===== config.mk =====
export PLATFORM = sky130hd
export DESIGN_NAME = lfsr_prbs_ctrl
export DESIGN_NICKNAME = d
export VERILOG_FILES = /design/src/rtl/lfsr_ctrl_pkg.sv /design/src/rtl/lfsr_step.sv /design/src/rtl/lfsr_prbs_ctrl.sv
export SDC_FILE = /design/constraint.sdc
export NUM_CORES = 1
export LEC_CHECK = 0
export CAP_MARGIN = 20
export CORE_ASPECT_RATIO = 0.7
export CORE_MARGIN = 5
export CORE_UTILIZATION = 55
export CTS_CLUSTER_DIAMETER = 100
export DETAILED_ROUTE_END_ITERATION = 12
export GPL_ROUTABILITY_DRIVEN = 0
export PLACE_DENSITY = 0.86
export SLEW_MARGIN = 20
export SYNTH_ARGS = -nofsm -noshare
export SYNTH_HDL_FRONTEND = slang
export SYNTH_SLANG_ARGS = --single-unit

===== constraint.sdc =====
create_clock -name clk -period 3.1 [get_ports clk]
set_input_delay 0.62 -clock clk [delete_from_list [all_inputs] [get_ports clk]]
set_output_delay 0.62 -clock clk [all_outputs]
set_load 0.01 [all_outputs]

===== src/rtl/lfsr_ctrl_pkg.sv =====
// Shared types for the PRBS sequencer: command opcodes, controller states
// and default LFSR parameters.
package lfsr_ctrl_pkg;

    typedef enum logic [1:0] {
        OP_NOP       = 2'd0,
        OP_LOAD_SEED = 2'd1,
        OP_RUN       = 2'd2,
        OP_STOP      = 2'd3
    } cmd_op_e;

    typedef enum logic {
        ST_IDLE = 1'b0,
        ST_RUN  = 1'b1
    } state_e;

    localparam int          DEF_WIDTH = 16;
    localparam logic [15:0] DEF_TAPS  = 16'hB400;
    localparam logic [15:0] DEF_SEED  = 16'hACE1;
    localparam int          DEF_CNT_W = 16;

endpackage


===== src/rtl/lfsr_step.sv =====
// Galois (right-shift) LFSR register with synchronous load and step enable.
// Load has priority over step.
module lfsr_step #(
    parameter int               WIDTH = 16,
    parameter logic [WIDTH-1:0] TAPS  = 16'hB400,
    parameter logic [WIDTH-1:0] SEED  = 16'hACE1
) (
    input  logic             clk,
    input  logic             rst_b,
    input  logic             en,
    input  logic             load,
    input  logic [WIDTH-1:0] load_val,
    output logic [WIDTH-1:0] state
);

    logic [WIDTH-1:0] nxt;

    always_comb begin
        nxt = '0;
        nxt[WIDTH-1] = state[0];
        for (int i = 0; i < WIDTH - 1; i++) begin
            nxt[i] = state[i+1] ^ (TAPS[i] & state[0]);
        end
    end

    always_ff @(posedge clk or negedge rst_b) begin
        if (!rst_b) begin
            state <= SEED;
        end else if (load) begin
            state <= load_val;
        end else if (en) begin
            state <= nxt;
        end
    end

endmodule


===== src/rtl/lfsr_prbs_ctrl.sv =====
// Command-driven PRBS sequencer: streams N LFSR states on a valid/ready
// port, flags the final beat and guards against zero seeds and mid-run commands.
module lfsr_prbs_ctrl
    import lfsr_ctrl_pkg::*;
#(
    parameter int               WIDTH = DEF_WIDTH,
    parameter logic [WIDTH-1:0] TAPS  = DEF_TAPS,
    parameter logic [WIDTH-1:0] SEED  = DEF_SEED,
    parameter int               CNT_W = DEF_CNT_W
) (
    input  logic             clk,
    input  logic             rst_b,
    input  logic             cmd_valid,
    output logic             cmd_ready,
    input  logic [1:0]       cmd_op,
    input  logic [WIDTH-1:0] cmd_data,
    output logic             out_valid,
    input  logic             out_ready,
    output logic [WIDTH-1:0] out_data,
    output logic             out_last,
    output logic             busy,
    output logic             done,
    output logic             lockup_err,
    output logic             cmd_err
);

    state_e           state_q, state_d;
    logic [CNT_W-1:0] rem_q, rem_d;
    logic             done_d, lock_d, cerr_d;
    logic             step_en, load_en;
    logic             hs, is_last;
    cmd_op_e          op;
    logic [CNT_W-1:0] cnt;

    assign op        = cmd_op_e'(cmd_op);
    assign cnt       = cmd_data[CNT_W-1:0];
    assign cmd_ready = 1'b1;
    assign busy      = (state_q == ST_RUN);
    assign out_valid = busy;
    assign is_last   = (rem_q == CNT_W'(1));
    assign out_last  = busy & is_last;
    assign hs        = out_valid & out_ready;

    lfsr_step #(
        .WIDTH (WIDTH),
        .TAPS  (TAPS),
        .SEED  (SEED)
    ) u_lfsr (
        .clk      (clk),
        .rst_b    (rst_b),
        .en       (step_en),
        .load     (load_en),
        .load_val (cmd_data),
        .state    (out_data)
    );

    always_comb begin
        state_d = state_q;
        rem_d   = rem_q;
        done_d  = 1'b0;
        lock_d  = lockup_err;
        cerr_d  = cmd_err;
        step_en = 1'b0;
        load_en = 1'b0;
        case (state_q)
            ST_IDLE: begin
                if (cmd_valid) begin
                    case (op)
                        OP_LOAD_SEED: begin
                            if (|cmd_data) load_en = 1'b1;
                            else           lock_d  = 1'b1;
                        end
                        OP_RUN: begin
                            if (|cnt) begin
                                rem_d   = cnt;
                                state_d = ST_RUN;
                            end else begin
                                done_d = 1'b1;
                            end
                        end
                        default: ;
                    endcase
                end
            end
            ST_RUN: begin
                if (hs) begin
                    step_en = 1'b1;
                    rem_d   = rem_q - 1'b1;
                    if (is_last) begin
                        state_d = ST_IDLE;
                        done_d  = 1'b1;
                    end
                end
                // STOP folds into the same done pulse as a coincident last beat
                if (cmd_valid) begin
                    case (op)
                        OP_STOP: begin
                            state_d = ST_IDLE;
                            rem_d   = '0;
                            done_d  = 1'b1;
                        end
                        OP_LOAD_SEED, OP_RUN: cerr_d = 1'b1;
                        default: ;
                    endcase
                end
            end
            default: ;
        endcase
    end

    always_ff @(posedge clk or negedge rst_b) begin
        if (!rst_b) begin
            state_q    <= ST_IDLE;
            rem_q      <= '0;
            done       <= 1'b0;
            lockup_err <= 1'b0;
            cmd_err    <= 1'b0;
        end else begin
            state_q    <= state_d;
            rem_q      <= rem_d;
            done       <= done_d;
            lockup_err <= lock_d;
            cmd_err    <= cerr_d;
        end
    end

endmodule

==> metrics.csv, run 1 <==
metric;value;unit
routed wire length;6.02;mm
RSZ-0062 raised after global routing;false;
Post-DP HPWL;4.35;mm
Mean Syn Cell Area;9.27;um^2
die area;0.00528;mm^2
Most used DFF post-synth;dfrtp_1;
Setup violations, final;0;
number of max-slew violations in the final report;0;
Fin. Hold Viols;0;
first-pass GRT wire length;9.89;mm
Yosys top cell area share;32.6;%
worst min path class;flip-flop to flip-flop;
Yosys warning count;0;
VDD IR-drop max;0.590;mV
core area;0.00385;mm^2
largest net degree at the start of global routing;37;
Async SR Flop Fraction;100;%
CTS root buf;clkbuf_8;
CP arrival;2060;ps
Final Hold Slack;472;ps
Die H;62.3;um
Critical Path Source Type;flip-flop;
DR vias/cell;6.21;
top-count cell post-synth;dfrtp_1;
buffers added on ports;43;
minimum clock period;2680;ps
Int Power;1.45;mW
fin crit share;86.5;%
DR WL/cell;18.0;um
Final TNS setup;0;ps
CTS tree;built;
Req. time, crit path;2480;ps
Core Rows;19;
syn_nets;259;
Tot Pwr;2.36;mW
Routed Antenna Nets;0;
Nets;308;
Seq/Total Area, Yosys;42.4;%
diode count;0;
number of flops mapped to enable cells by yosys;0;
total grt overflow;0;
total track usage;23.3;%
area delta synth->final;29.5;%
Setup CP Type;flip-flop to primary output;
Die Span X;84.7;um
max_cap viols;0;
post-synthesis register bit count;36;
Max Buffers Root-to-Sink;2;
1st-iter DRT viols;178;
Initial Util;55.8;%
crit path max fanout;3;
Post-Synthesis Cell Area;0.00215;mm^2
sequential power share;40.3;%
share of cells above drive strength 1;14.2;%
clk sink count;36;
Max H-tree Level;2;
Mapped Cells;232;
clk_lat worst skew;290;ps
switching portion of total power;38.9;%
CTS Buf Count;5;
Clk pwr share;14.8;%
clock-pin transition on the worst setup and hold timing paths;80;ps
Synth top cells by count;dfrtp_1, nand2_1, o21ai_0, mux2i_1, nor2_1;
total net switching power;0.919;mW
measured slew at the worst slew-check pin;611;ps
Synth cell types;48;
DRT Pass-1 Iters;5;
vias in the first global route;2034;
dominant cell type by area after synthesis;dfrtp_1;
# IOs;45;
Layout Skew;6.74;ps
f_max;0.373;GHz
antenna violations before repair;0;
endpoint class of the critical path;primary output;
Slew HR;59.2;%
Static Leak;1.20;nW
synth top area cells;dfrtp_1, dfstp_2, mux2i_1, o21ai_0, nand2_1;
DRC errors left;0;
pwr/cell area;850;mW/mm^2
vias;2075;
Comb pwr share;44.9;%
outcome;completed;
registers in the layout (all words and copies together), names as in the netlist:
name / flops
done: 1
u_lfsr.state: 16
busy: 1
lockup_err: 1
cmd_err: 1
rem_q: 16
area by class of cell:
cell class / instances / area [um^2]
Inverter: 10 / 37.5
Timing Repair Buffer: 57 / 538
Fill cell: 310 / 1070
Clock buffer: 6 / 82.6
Tap cell: 52 / 65.1
Clock inverter: 2 / 10.0
Sequential cell: 36 / 912
Multi-Input combinational cell: 171 / 1140
critical path, cell delays in order (launching register included):
cell,delay (ps)
dfrtp_1,410
or4_4,560
nor3_4,140
nand3_1,120
nor3b_2,260
and2_1,150
dlymetal6s2s_1,150
cells by family after synthesis:
| logic type | share of synthesized area, % |
|---|---|
| and+or+nand+nor | 18.4 |
| AOI/OAI and AO/OA | 20.5 |
| DFF | 42.4 |
| buffers and inverters | 4.95 |
| muxes | 6.98 |
| xor gates and xnor gates | 3.67 |
| adders and majority gates | 2.91 |
| other | 0.174 |
power groups by stage:
stage | Combinational [mW] | Sequential [mW] | Clock, mW
6_report | 1.06 | 0.952 | 0.350
2_1_floorplan | 0.609 | 0.926 | 0
5_1_grt | 1.17 | 0.982 | 0.381
4_1_cts | 1.06 | 0.945 | 0.352
3_3_place_gp | 1.01 | 0.934 | 0
3_5_place_dp | 1.04 | 0.949 | 0
repair_timing:
action	CTS	global route
setup buffers	1	1
endpoints found under the setup margin	1	1
hold buffers	0	0
pin swaps	1	1
gates resized for setup	1	2
cloned	0	0
layout by cell type, fill, tap and decap left out, types with 2 or more instances in the layout:
master,synthesis,routed
a21o_1,5,5
a21oi_1,4,4
a221o_1,3,3
a22o_1,5,5
a22oi_1,2,2
a31oi_1,5,5
a32oi_1,2,2
a41oi_1,2,2
and2_1,2,2
and2_2,2,2
buf_4,3,14
clkbuf_8,0,6
clkdlybuf4s50_1,0,42
clkinv_2,0,2
dfrtp_1,28,27
dfstp_2,8,8
ha_1,5,5
inv_1,10,10
mux2i_1,15,15
nand2_1,25,25
nand2b_1,2,2
nand3_1,6,6
nor2_1,14,14
nor3_1,5,5
nor3b_1,3,2
nor3b_2,1,2
nor4_1,6,6
o21ai_0,22,22
o221ai_1,3,3
o22ai_1,6,6
o31ai_1,2,2
xnor2_1,7,7
xor2_1,2,2
per-layer routing:
layer	share of wire [%]	vias up	global-route usage [%]
met5	0	-	0
met4	2.2	0	7.71
met3	11	24	5.42
met2	44	144	34.9
met1	43	966	33.2
li1	-	941	-
final timing paths:
| check | from | to | slack, ps | cells past startpoint |
|---|---|---|---|---|
| max reg2reg | rem_q[8]$_DFFE_PN0P_ | rem_q[12]$_DFFE_PN0P_ | 1050 | 6 |
| min | lockup_err$_DFFE_PN0P_ | lockup_err$_DFFE_PN0P_ | 470 | 2 |
| min in group asynchronous | rst_b | lockup_err$_DFFE_PN0P_ | 760 | 2 |
| max in group asynchronous | rst_b | u_lfsr.state[13]$_DFFE_PN1P_ | 1990 | 2 |
| min reg2reg | lockup_err$_DFFE_PN0P_ | lockup_err$_DFFE_PN0P_ | 470 | 2 |
| max | rem_q[8]$_DFFE_PN0P_ | out_last | 420 | 6 |
stage by stage:
| stage | std cells | util [%] | worst slack [ps] | cell area (um^2) |
|---|---|---|---|---|
| 6_report | 334 | 72.3 | 418 | 2780 |
| 3_5_place_dp | 324 | 69.2 | 164 | 2670 |
| 4_1_cts | 333 | 72.0 | 32.6 | 2770 |
| 3_3_place_gp | 324 | 69.2 | 285 | 2670 |
| 5_1_grt | 334 | 72.3 | 316 | 2780 |
| 2_1_floorplan | 232 | - | 756 | 2150 |
(Power assumes the default switching activity.)
==> run 2, diff against run 1 <==
GPL_TIMING_DRIVEN = 0   (was not set)
PLACE_DENSITY = 0.85   (was 0.86)
==> metrics.csv, run 2 (synthesized netlist as in run 1, its figures left out) <==
metric;value;unit
CP arrival;2960;ps
vias;2073;
clock-pin transition on the worst setup and hold timing paths;80;ps
measured slew at the worst slew-check pin;796;ps
Setup violations, final;0;
worst min path class;input pin to asynchronous set/reset pin;
CP peak stage delay;540;ps
number of buffers and inverters on the critical path;2;
vias in the first global route;2069;
RSZ-0062 raised after global routing;false;
Max H-tree Level;2;
1st-iter DRT viols;169;
antenna violations before repair;0;
clk_lat worst skew;300;ps
Post-DP HPWL;4.52;mm
Regs by FF count;rem_q x16, u_lfsr.state x16;
endpoint class of the critical path;flip-flop;
critical path's slowest cell;nor4_1;
diode count;0;
minimum clock period;2790;ps
Critical Path Source Type;input pin;
Initial Util;55.8;%
hold_buf cts;0;
Final Instance Count excl. Fillers;339;
DRT Pass-1 Iters;5;
Final TNS setup;0;ps
pwr/cell area;858;mW/mm^2
CTS tree;built;
worst path cell trace;clkdlybuf4s50_1 > nor4_1 > nand4_1 > nor3b_2 > clkbuf_1 > a221o_1;
DR WL/cell;18.4;um
VDD IR-drop max;0.598;mV
Slew HR;46.5;%
area delta synth->final;30.6;%
CTS root buf;clkbuf_8;
number of max-slew violations in the final report;0;
die area;0.00528;mm^2
Core Rows;19;
Die Span X;84.7;um
Die H;62.3;um
outcome;completed;
Max Buffers Root-to-Sink;2;
CTS Buf Count;5;
most frequent cells in the layout;clkdlybuf4s50_1, dfrtp_1, nand2_1;
most common cell after layout, fill and taps aside;clkdlybuf4s50_1;
max_cap viols;0;
Fin. Hold Viols;0;
clk sink count;36;
f_max;0.359;GHz
DR vias/cell;6.12;
share of cells above drive strength 1;12.5;%
Routed Antenna Nets;0;
total grt overflow;0;
first-pass GRT wire length;10.3;mm
crit path max fanout;10;
Inst Count DP;328;
Req. time, crit path;3280;ps
Setup CP Type;input pin to flip-flop;
total track usage;24.5;%
FF+latch area;912;um^2
buffers added on ports;43;
Nets;313;
core area;0.00385;mm^2
fillers;301;
DRC errors left;0;
cell family with most CP delay;simple AND/OR/NAND/NOR gates;
Static Leak;1.19;nW
Layout Skew;9.16;ps
largest net degree at the start of global routing;24;
# IOs;45;
routed wire length;6.25;mm
Multi-input gate area;0.00114;mm^2
fin crit share;89.9;%
[run 2: changes by cell type in the layout (fill, tap and decap cells not counted), sizes merged]
cell	previous run	this run
clkbuf	6	19
buf	14	9
clkinv	2	0
clkdlybuf4s50	42	41
[run 2: per-stage QoR]
| step | util (%) | hold WS [ps] | cell area [um^2] | setup slack (ps) | power (mW) |
|---|---|---|---|---|---|
| CTS | 72.6 | 235 | 2800 | 17.6 | 2.39 |
| floorplan | - | 324 | 2150 | 756 | 1.54 |
| finish | 72.9 | 226 | 2810 | 312 | 2.41 |
| global route | 72.9 | 244 | 2810 | 239 | 2.57 |
| detailed placement | 69.3 | 463 | 2670 | 29.4 | 1.98 |
| global placement | 68.7 | 449 | 2650 | 26.5 | 1.93 |
[run 2: routing by layer]
layer / part of all wire (%) / up-vias / track usage (%)
li1: - / 952 / -
met1: 43 / 998 / 34.3
met2: 45 / 113 / 37.8
met3: 10 / 10 / 6.08
met4: 1.2 / 0 / 7.11
met5: 0 / - / 0
[run 2: timing repair]
action / CTS / global route
pin swaps: 2 / 1
gates resized for setup: 4 / 1
endpoints found under the setup margin: 1 / 1
setup buffers: 2 / 1
[run 2: power by group]
part,internal (mW),leakage (nW),switching [mW]
clock,0.203,0.0515,0.173
sequential,0.711,0.425,0.212
combinational,0.562,0.713,0.545
[run 2: worst paths after layout]
path | startpoint | endpoint | slack, ps | depth (start not counted)
worst max-delay path | cmd_data[4] | u_lfsr.state[12]$_DFFE_PN0P_ | 310 | 6
worst min-delay path | rst_b | done$_DFF_PN0_ | 230 | 1
worst max register to register | busy$_DFF_PN0_ | rem_q[12]$_DFFE_PN0P_ | 890 | 8
worst min register to register | lockup_err$_DFFE_PN0P_ | lockup_err$_DFFE_PN0P_ | 480 | 2
max in group asynchronous | rst_b | u_lfsr.state[15]$_DFFE_PN1P_ | 2350 | 2
min in group clk | lockup_err$_DFFE_PN0P_ | lockup_err$_DFFE_PN0P_ | 480 | 2
[run 2: layout make-up]
type | count | share of cell area (%)
multi-input cells | 171 | 40.7
flip-flops and latches | 36 | 32.5
repair buffers | 47 | 17.0
clock buffers | 8 | 3.57
plain buffers | 15 | 2.50
well taps | 52 | 2.32
inverters | 10 | 1.34
